[src/rtl/garage_gate_ctrl.sv]
// garage_gate_ctrl: parking-garage occupancy controller with N timed barrier gates
// Ports:
//   clk, rst_n          control clock, asynchronous active-low reset
//   enter_req_i[N]      one-cycle enter pulses per gate
//   exit_req_i[N]       one-cycle exit pulses per gate
//   remain_o            free spaces (0..CAPACITY)
//   full_o / empty_o    remain==0 / remain==CAPACITY
//   full_led_o          blinks with BLINK_TICKS half-period while full
//   gate_busy_o[N]      barrier in motion
//   gate_dir_o[N]       1 = entering, 0 = exiting (valid while busy)
//   gate_phase_o[2N]    bar animation step 0..3 per gate
//   reject_cnt_o        saturating count of dropped requests
module garage_gate_ctrl #(
    parameter int CAPACITY    = 9,
    parameter int CNT_W       = 4,
    parameter int N_GATES     = 2,
    parameter int GATE_TICKS  = 50,
    parameter int BLINK_TICKS = 25
) (
    input  logic                   clk,
    input  logic                   rst_n,
    input  logic [N_GATES-1:0]     enter_req_i,
    input  logic [N_GATES-1:0]     exit_req_i,
    output logic [CNT_W-1:0]       remain_o,
    output logic                   full_o,
    output logic                   empty_o,
    output logic                   full_led_o,
    output logic [N_GATES-1:0]     gate_busy_o,
    output logic [N_GATES-1:0]     gate_dir_o,
    output logic [2*N_GATES-1:0]   gate_phase_o,
    output logic [7:0]             reject_cnt_o
);
    localparam int TW = $clog2(GATE_TICKS);
    localparam int BW = BLINK_TICKS > 1 ? $clog2(BLINK_TICKS) : 1;
    typedef enum logic [1:0] {IDLE, MOVE_IN, MOVE_OUT} state_e;
    state_e               state_q [N_GATES];
    logic [TW-1:0]        timer_q [N_GATES];
    logic [N_GATES-1:0]   busy_q, dir_q, ex_acc, en_acc;
    logic [2*N_GATES-1:0] phase_q;
    logic [CNT_W-1:0]     remain_q, remain_d;
    logic                 full_q, empty_q, led_q, full_d;
    logic [BW-1:0]        blink_q;
    logic [7:0]           rej_q, rej_d;
    logic [CNT_W:0]       occ, n_ex, n_en;
    logic [4:0]           n_rej;
    logic [8:0]           rej_sum;

    function automatic logic [1:0] phase_of(input logic [TW-1:0] t);
        return 2'((int'(t) * 4) / GATE_TICKS);
    endfunction

    // Exits are granted first so that a car leaving frees a space for an
    // enter in the same cycle; a gate with both requests treats it as an exit.
    always_comb begin
        ex_acc = '0;
        en_acc = '0;
        n_ex   = '0;
        n_en   = '0;
        n_rej  = '0;
        occ    = (CNT_W+1)'(CAPACITY) - {1'b0, remain_q};
        for (int i = 0; i < N_GATES; i++) begin
            if (busy_q[i]) begin
                n_rej = n_rej + 5'(enter_req_i[i]) + 5'(exit_req_i[i]);
            end else if (exit_req_i[i]) begin
                n_rej = n_rej + 5'(enter_req_i[i]);
                if (n_ex < occ) begin
                    ex_acc[i] = 1'b1;
                    n_ex      = n_ex + 1'b1;
                end else begin
                    n_rej = n_rej + 1'b1;
                end
            end
        end
        for (int i = 0; i < N_GATES; i++) begin
            if (!busy_q[i] && enter_req_i[i] && !exit_req_i[i]) begin
                if (n_en < {1'b0, remain_q} + n_ex) begin
                    en_acc[i] = 1'b1;
                    n_en      = n_en + 1'b1;
                end else begin
                    n_rej = n_rej + 1'b1;
                end
            end
        end
        remain_d = CNT_W'({1'b0, remain_q} + n_ex - n_en);
        full_d   = remain_d == '0;
        rej_sum  = {1'b0, rej_q} + 9'(n_rej);
        rej_d    = rej_sum[8] ? 8'hFF : rej_sum[7:0];
    end

    always_ff @(posedge clk or negedge rst_n) begin
        if (!rst_n) begin
            remain_q <= CNT_W'(CAPACITY);
            full_q   <= 1'b0;
            empty_q  <= 1'b1;
            led_q    <= 1'b0;
            blink_q  <= '0;
            rej_q    <= '0;
            busy_q   <= '0;
            dir_q    <= '0;
            phase_q  <= '0;
            for (int i = 0; i < N_GATES; i++) begin
                state_q[i] <= IDLE;
                timer_q[i] <= '0;
            end
        end else begin
            remain_q <= remain_d;
            full_q   <= full_d;
            empty_q  <= remain_d == CNT_W'(CAPACITY);
            rej_q    <= rej_d;
            // LED lights on the rising edge of full, then toggles every BLINK_TICKS
            if (full_d && !full_q) begin
                led_q   <= 1'b1;
                blink_q <= '0;
            end else if (full_d) begin
                led_q   <= blink_q == BW'(BLINK_TICKS-1) ? ~led_q : led_q;
                blink_q <= blink_q == BW'(BLINK_TICKS-1) ? '0 : blink_q + 1'b1;
            end else begin
                led_q   <= 1'b0;
                blink_q <= '0;
            end
            for (int i = 0; i < N_GATES; i++) begin
                if (state_q[i] == IDLE) begin
                    if (ex_acc[i] || en_acc[i]) begin
                        state_q[i]        <= ex_acc[i] ? MOVE_OUT : MOVE_IN;
                        timer_q[i]        <= '0;
                        busy_q[i]         <= 1'b1;
                        dir_q[i]          <= en_acc[i];
                        phase_q[2*i +: 2] <= 2'd0;
                    end
                end else if (timer_q[i] == TW'(GATE_TICKS-1)) begin
                    state_q[i]        <= IDLE;
                    timer_q[i]        <= '0;
                    busy_q[i]         <= 1'b0;
                    dir_q[i]          <= 1'b0;
                    phase_q[2*i +: 2] <= 2'd0;
                end else begin
                    timer_q[i]        <= timer_q[i] + 1'b1;
                    phase_q[2*i +: 2] <= phase_of(timer_q[i] + 1'b1);
                end
            end
        end
    end

    assign remain_o     = remain_q;
    assign full_o       = full_q;
    assign empty_o      = empty_q;
    assign full_led_o   = led_q;
    assign gate_busy_o  = busy_q;
    assign gate_dir_o   = dir_q;
    assign gate_phase_o = phase_q;
    assign reject_cnt_o = rej_q;
endmodule

[config.mk]
export PLATFORM = sky130hd
export DESIGN_NAME = garage_gate_ctrl
export DESIGN_NICKNAME = d
export VERILOG_FILES = /design/src/rtl/garage_gate_ctrl.sv
export SDC_FILE = /design/constraint.sdc
export NUM_CORES = 1
export LEC_CHECK = 0
export CAP_MARGIN = 20
export CORE_UTILIZATION = 60
export CTS_CLUSTER_DIAMETER = 40
export DETAILED_ROUTE_END_ITERATION = 10
export HOLD_SLACK_MARGIN = 0.03
export PLACE_DENSITY = 0.86
export SLEW_MARGIN = 20
export SYNTH_ARGS = -nofsm -noshare
export SYNTH_HDL_FRONTEND = slang
export SYNTH_SLANG_ARGS = --single-unit
[constraint.sdc]
create_clock -name clk -period 9.5 [get_ports clk]
set_input_delay 2.85 -clock clk [delete_from_list [all_inputs] [get_ports clk]]
set_output_delay 2.85 -clock clk [all_outputs]
set_load 0.01 [all_outputs]
==> results.json <==
{
  "grt_pass1_vias": 3043,
  "synthCells": 432,
  "track_usage_pct": 26.39,
  "cts_buffer_depth": 2,
  "dr.pass1.iters": 4,
  "grt_overflow": 0,
  "synthTopCellsByArea": "dfrtp_1 (28%), ha_1 (10%), nand2_1 (5.1%), o21ai_0 (4.9%), xnor2_1 (3.8%)",
  "fin_util_pct": 69.42,
  "finish.net_count": 494,
  "syn_nets": 474,
  "rows": 28,
  "yosysSeqAreaShare_pct": 29.88,
  "maxCapViolCount": 0,
  "post-route-period-util_pct": 83.19,
  "p_switching_w": 0.0001870,
  "tns_ps": 0,
  "hold_violations": 0,
  "start_util_pct": 62.45,
  "finalSetupViolations": 0,
  "syn_to_final_growth_pct": 11.17,
  "drive_gt1_share_pct": 6.402,
  "p_seq_share_pct": 42.8,
  "hold_class": "flop to flop",
  "grt_pass1_wl_um": 13440,
  "via_per_inst": 5.962,
  "cts_inserted_buffers": 5,
  "critPathMaxFanout": 6,
  "antenna_left": 0,
  "reg2reg_from": "remain_o[3]$_DFF_PN1_",
  "synthArstFlopShare_pct": 100.0,
  "ctsHoldBuffers": 0,
  "grt_max_degree": 45,
  "ys.warnings.count": 0,
  "worst_pin_slew_ps": 642.9,
  "dp_hpwl_um": 5667,
  "clock.fmax_mhz": 126.5,
  "crit_type": "primary input to flop",
  "power_frac_comb_pct": 35.5,
  "p_leak_nw": 1.787,
  "port_buffers": 28,
  "design.die.area_um2": 6480,
  "setup_slack_ps": 1597,
  "synth_area_um2": 3697,
  "path_clk_slew_ps": 80,
  "dp_slack_ps": 1366,
  "cp.arrival_ps": 8130,
  "wl_um": 7695,
  "status": "finished clean",
  "core_um2": 5921,
  "swShare_pct": 33.17,
  "slew_violations": 0,
  "ys.flop_type": "dfrtp_1",
  "setup.worst_path.start_class": "primary input",
  "p_per_area_nw_per_um2": 137.1,
  "cts_tree": "done",
  "drt-wirelength-per-cell_um": 14.57,
  "peakVddDrop_v": 0.0002037,
  "fin_cells": 528,
  "antenna_found_initial": 0,
  "finalClockSkew_ps": 1.964,
  "synth_top_cell_area_share_pct": 27.75,
  "drt-initial-drc-count": 174,
  "endpoint_kind": "flop",
  "synth_edf_count": 0,
  "clockRootBuffer": "clkbuf_8",
  "hold_start": "gate_phase_o[1]$_DFFE_PN0P_",
  "reg2reg_slack_ps": 4100,
  "clk_latency_ps": 300,
  "postCtsResizedCells": 0,
  "maxSlewHeadroom_pct": 57.05,
  "vias": 3148,
  "hold_ws_ps": 484.4,
  "critPathLaunch": "exit_req_i[0]",
  "syn_area_per_cell_um2": 8.559,
  "final_cell_mix": "nand2_1 (50), dfrtp_1 (41), o21ai_0 (36), inv_1 (32), ha_1 (31)",
  "internal-power_w": 0.0003767,
  "grt_setup_unrepaired": "no",
  "endpoint": "reject_cnt_o[2]$_DFF_PN0_",
  "cts.htree.levels": 2,
  "fin_crit_ps": 7903,
  "ys_types": 68,
  "synth_seq_cells": 44,
  "required_ps": 9720,
  "yosys.area.top_type": "dfrtp_1",
  "r2r-end": "reject_cnt_o[2]$_DFF_PN0_",
  "dp_cells": 519,
  "die-width_um": 80.50,
  "routabilityCongestion": 0.8474,
  "clock_sinks": 44,
  "final_common_cell": "nand2_1",
  "drc_errors": 0,
  "r2r_cells": 22,
  "ios": 29,
  "die_y_um": 80.50,
  "p_clk_share_pct": 21.7,
  "insertedDiodeCount": 0,
  "cts_setup_buffers": 0
}
==> kinds of logic after synthesis <==
kind of cell,count (synthesis),synth area share (%)
buffers and inverters,48,5.347
and+or+nand+nor,153,20.58
muxes,8,2.470
AOI/OAI and AO/OA,109,19.83
DFF,44,29.88
adders and majority gates,37,13.47
xor gates and xnor gates,33,8.426
==> state kept, by name, summed over array words and instances, names as in the netlist <==
signal	cells
blink_q	5
empty_o	1
full_led_o	1
full_o	1
gate_busy_o	2
gate_dir_o	2
gate_phase_o	4
reject_cnt_o	8
remain_o	4
state_q	4
timer_q	12
==> layer usage <==
metal	global-route usage [%]	wire, um
met1	34.49	3576
met2	44.83	3818
met3	4.091	220
met4	7.679	79
met5	0	0
==> synthesized netlist by cell type, types with 6 or more instances <==
cell type and count:
nand2_1 50, dfrtp_1 41, o21ai_0 36, inv_1 32, ha_1 31, nor2_1 30
xnor2_1 16, a21oi_1 15, xor2_1 14, nand3_1 13, nor2b_1 12, nor3_1 11
buf_2 8, a21boi_0 7, clkbuf_1 6
==> metrics by stage <==
stage,area (um^2),total power [W]
6_report,4110,0.0005637
5_1_grt,4110,0.0005984
4_1_cts,4083,0.0005638
3_5_place_dp,3989,0.0004392
3_3_place_gp,3989,0.0004312
2_1_floorplan,3697,0.0003573
==> worst min path at each step <==
stage / to / slack, ps / cells after the start
5_1_grt: blink_q[0]$_DFF_PN0_ / 510 / 1
2_1_floorplan: blink_q[0]$_DFF_PN0_ / 450 / 1
3_5_place_dp: gate_phase_o[1]$_DFFE_PN0P_ / 470 / 1
6_report: gate_phase_o[1]$_DFFE_PN0P_ / 480 / 1
4_1_cts: gate_phase_o[1]$_DFFE_PN0P_ / 490 / 1
3_3_place_gp: gate_phase_o[1]$_DFFE_PN0P_ / 460 / 1
==> power by group through the flow <==
stage	combinational, W	sequential, W	clock (W)
3_3_place_gp	0.000189	0.000242	0
2_1_floorplan	0.000106	0.000251	0
6_report	0.000200	0.000241	0.000122
5_1_grt	0.000223	0.000245	0.000131
4_1_cts	0.000198	0.000241	0.000124
3_5_place_dp	0.000195	0.000244	0
==> area by class of cell <==
type,count,area [um^2]
Timing Repair Buffer,29,302.8
Sequential cell,44,1105
Fill cell,452,1810
Tap cell,75,93.84
Inverter,32,120.1
Clock inverter,1,7.507
Multi-Input combinational cell,340,2395
Clock buffer,7,86.33
==> critical path, stage by stage <==
cell,delay [ps]
clkdlybuf4s50_1,490
nor2b_1,290
nor2b_1,330
ha_1,280
mux2_2,260
ha_1,210
fa_1,430
nor2_1,160
nor2_1,70
nor4_1,410
nand2_1,230
xnor2_1,230
ha_1,310
mux2_2,160
inv_1,50
fa_1,410
nor2b_1,160
o21ai_0,100
nand2b_1,120
a21o_1,190
nand4_1,240
o21ai_0,150
(Power assumes the default switching activity.)
==> RTL edit, RTL diff (config.mk and constraints unchanged) <==
The parameter `BLINK_TICKS` goes from 25 to 50.
--- a/src/rtl/garage_gate_ctrl.sv
+++ b/src/rtl/garage_gate_ctrl.sv
@@ -15,7 +15,7 @@
     parameter int CNT_W       = 4,
     parameter int N_GATES     = 2,
     parameter int GATE_TICKS  = 50,
-    parameter int BLINK_TICKS = 25
+    parameter int BLINK_TICKS = 50
 ) (
     input  logic                   clk,
     input  logic                   rst_n,
Function: no difference found for any inputs over 4 cycles, from zero or initial values and one cycle with rst_n low; that may be too few to reach the edited logic, so the function may still have changed.
==> RTL edit against the original RTL <==
  * Area after synthesis fell by 2.3%
  * Count of clock-buffer cells in the layout down 2
  * Setup slack worse by 310 ps
  * Die area down 2.3%
  * Cell area is 1.7% lower
  * Sequential cell count up 1
  * Sequential share of layout area is 1.1 points higher
  * Core utilization is 2.2 points higher
  * Wire length up 2.4%
  * First-iteration DRC count fell by 16%
  * Worst hold slack got worse by 2.7 ps
Power is not compared: it rests on default switching activity, and its combinational part moved more than twofold at a synthesized area within 25%.
==> RTL edit: results (changes against the original RTL) <==
M3 GR Usage=4.46% (+0.37 points); Routed WL=7880 um (+2.4%); layout cells sized above 1=6.76% (+0.35 points); Clock Skews=14.5 ps (+12.6 ps); Post-Synth XOR/XNOR Area=7.52% (-0.91 points); Crit-path slowest cell=nor4b_1; Synth top cells by count=nand2_1 (51), dfrtp_1 (42), o21ai_0 (41); vias in the first global route=3014 (-0.95%); largest net degree at the start of global routing=46 (+2.2%); Slew @ Worst Pin=845 ps (+202 ps); buffering overhead=7.06% (-0.30 points); GP Congestion=0.886 (+4.5%); met2 usage=47.0% (+2.2 points); wire per inst=15.3 um (+4.8%); DPL Wire Length=5790 um (+2.2%); Critical Path Max Stage Delay=650 ps (+160 ps); Tot GR Track Use=26.8% (+0.45 points); TritonCTS Sinks=45 (+2.3%); Non-clk invs=27 (-16%); met3 WL post-DR=308 um (+40%); Reg area=1130 um2 (+2.3%); Clock net power=approximately 150 uW; post-synthesis compound-gate area fraction=19.1% (-0.74 points); Post-Synthesis Cells=419 (-3.0%); multi-input combinational area share=57.3% (-0.92 points); routed length on met2=3940 um (+3.1%); sequential cell area share=28.0% (+1.1 points); Worst R2R Path Depth=21 (-4.5%); Net count, final=485 (-1.8%); status=finished, final reports clean; first-pass GRT wire length=13400 um (-0.21%); Seq/Total Area, Yosys=31.3% (+1.4 points); post-synthesis mux area share=2.08% (-0.39 points); Multi-In Gates=335 (-1.5%); met1 usage=33.8% (-0.71 points); Post-Place Setup Slack=1080 ps (-284 ps); Layout clock area frac=2.88% (+0.60 points); placed cells=508 (-2.1%); routed vias/inst=6.05 (+1.5%); drt initial violations=147 (-16%); fillers=424 (-6.2%)
[RTL edit: changes by cell type after synthesis, sizes merged, moves of 3 or more]
cell     change
o31ai        -3
nor2b        -4
buf          -4
nand2        +3
or3          +4
inv          -5
a211oi       -4
o21ai        +5
a21boi       -4
a31oi        +3
a2111oi      +4
[RTL edit: worst paths after layout]
kind / startpoint / to / slack [ps]
max: exit_req_i[0] / reject_cnt_o[2]$_DFF_PN0_ / 1290
min: gate_phase_o[1]$_DFFE_PN0P_ / gate_phase_o[1]$_DFFE_PN0P_ / 480
max reg2reg: remain_o[3]$_DFF_PN1_ / reject_cnt_o[2]$_DFF_PN0_ / 3770
min reg2reg: gate_phase_o[1]$_DFFE_PN0P_ / gate_phase_o[1]$_DFFE_PN0P_ / 480
max in group asynchronous: rst_n / gate_phase_o[3]$_DFFE_PN0P_ / 6570
min in group asynchronous: rst_n / reject_cnt_o[1]$_DFF_PN0_ / 2530
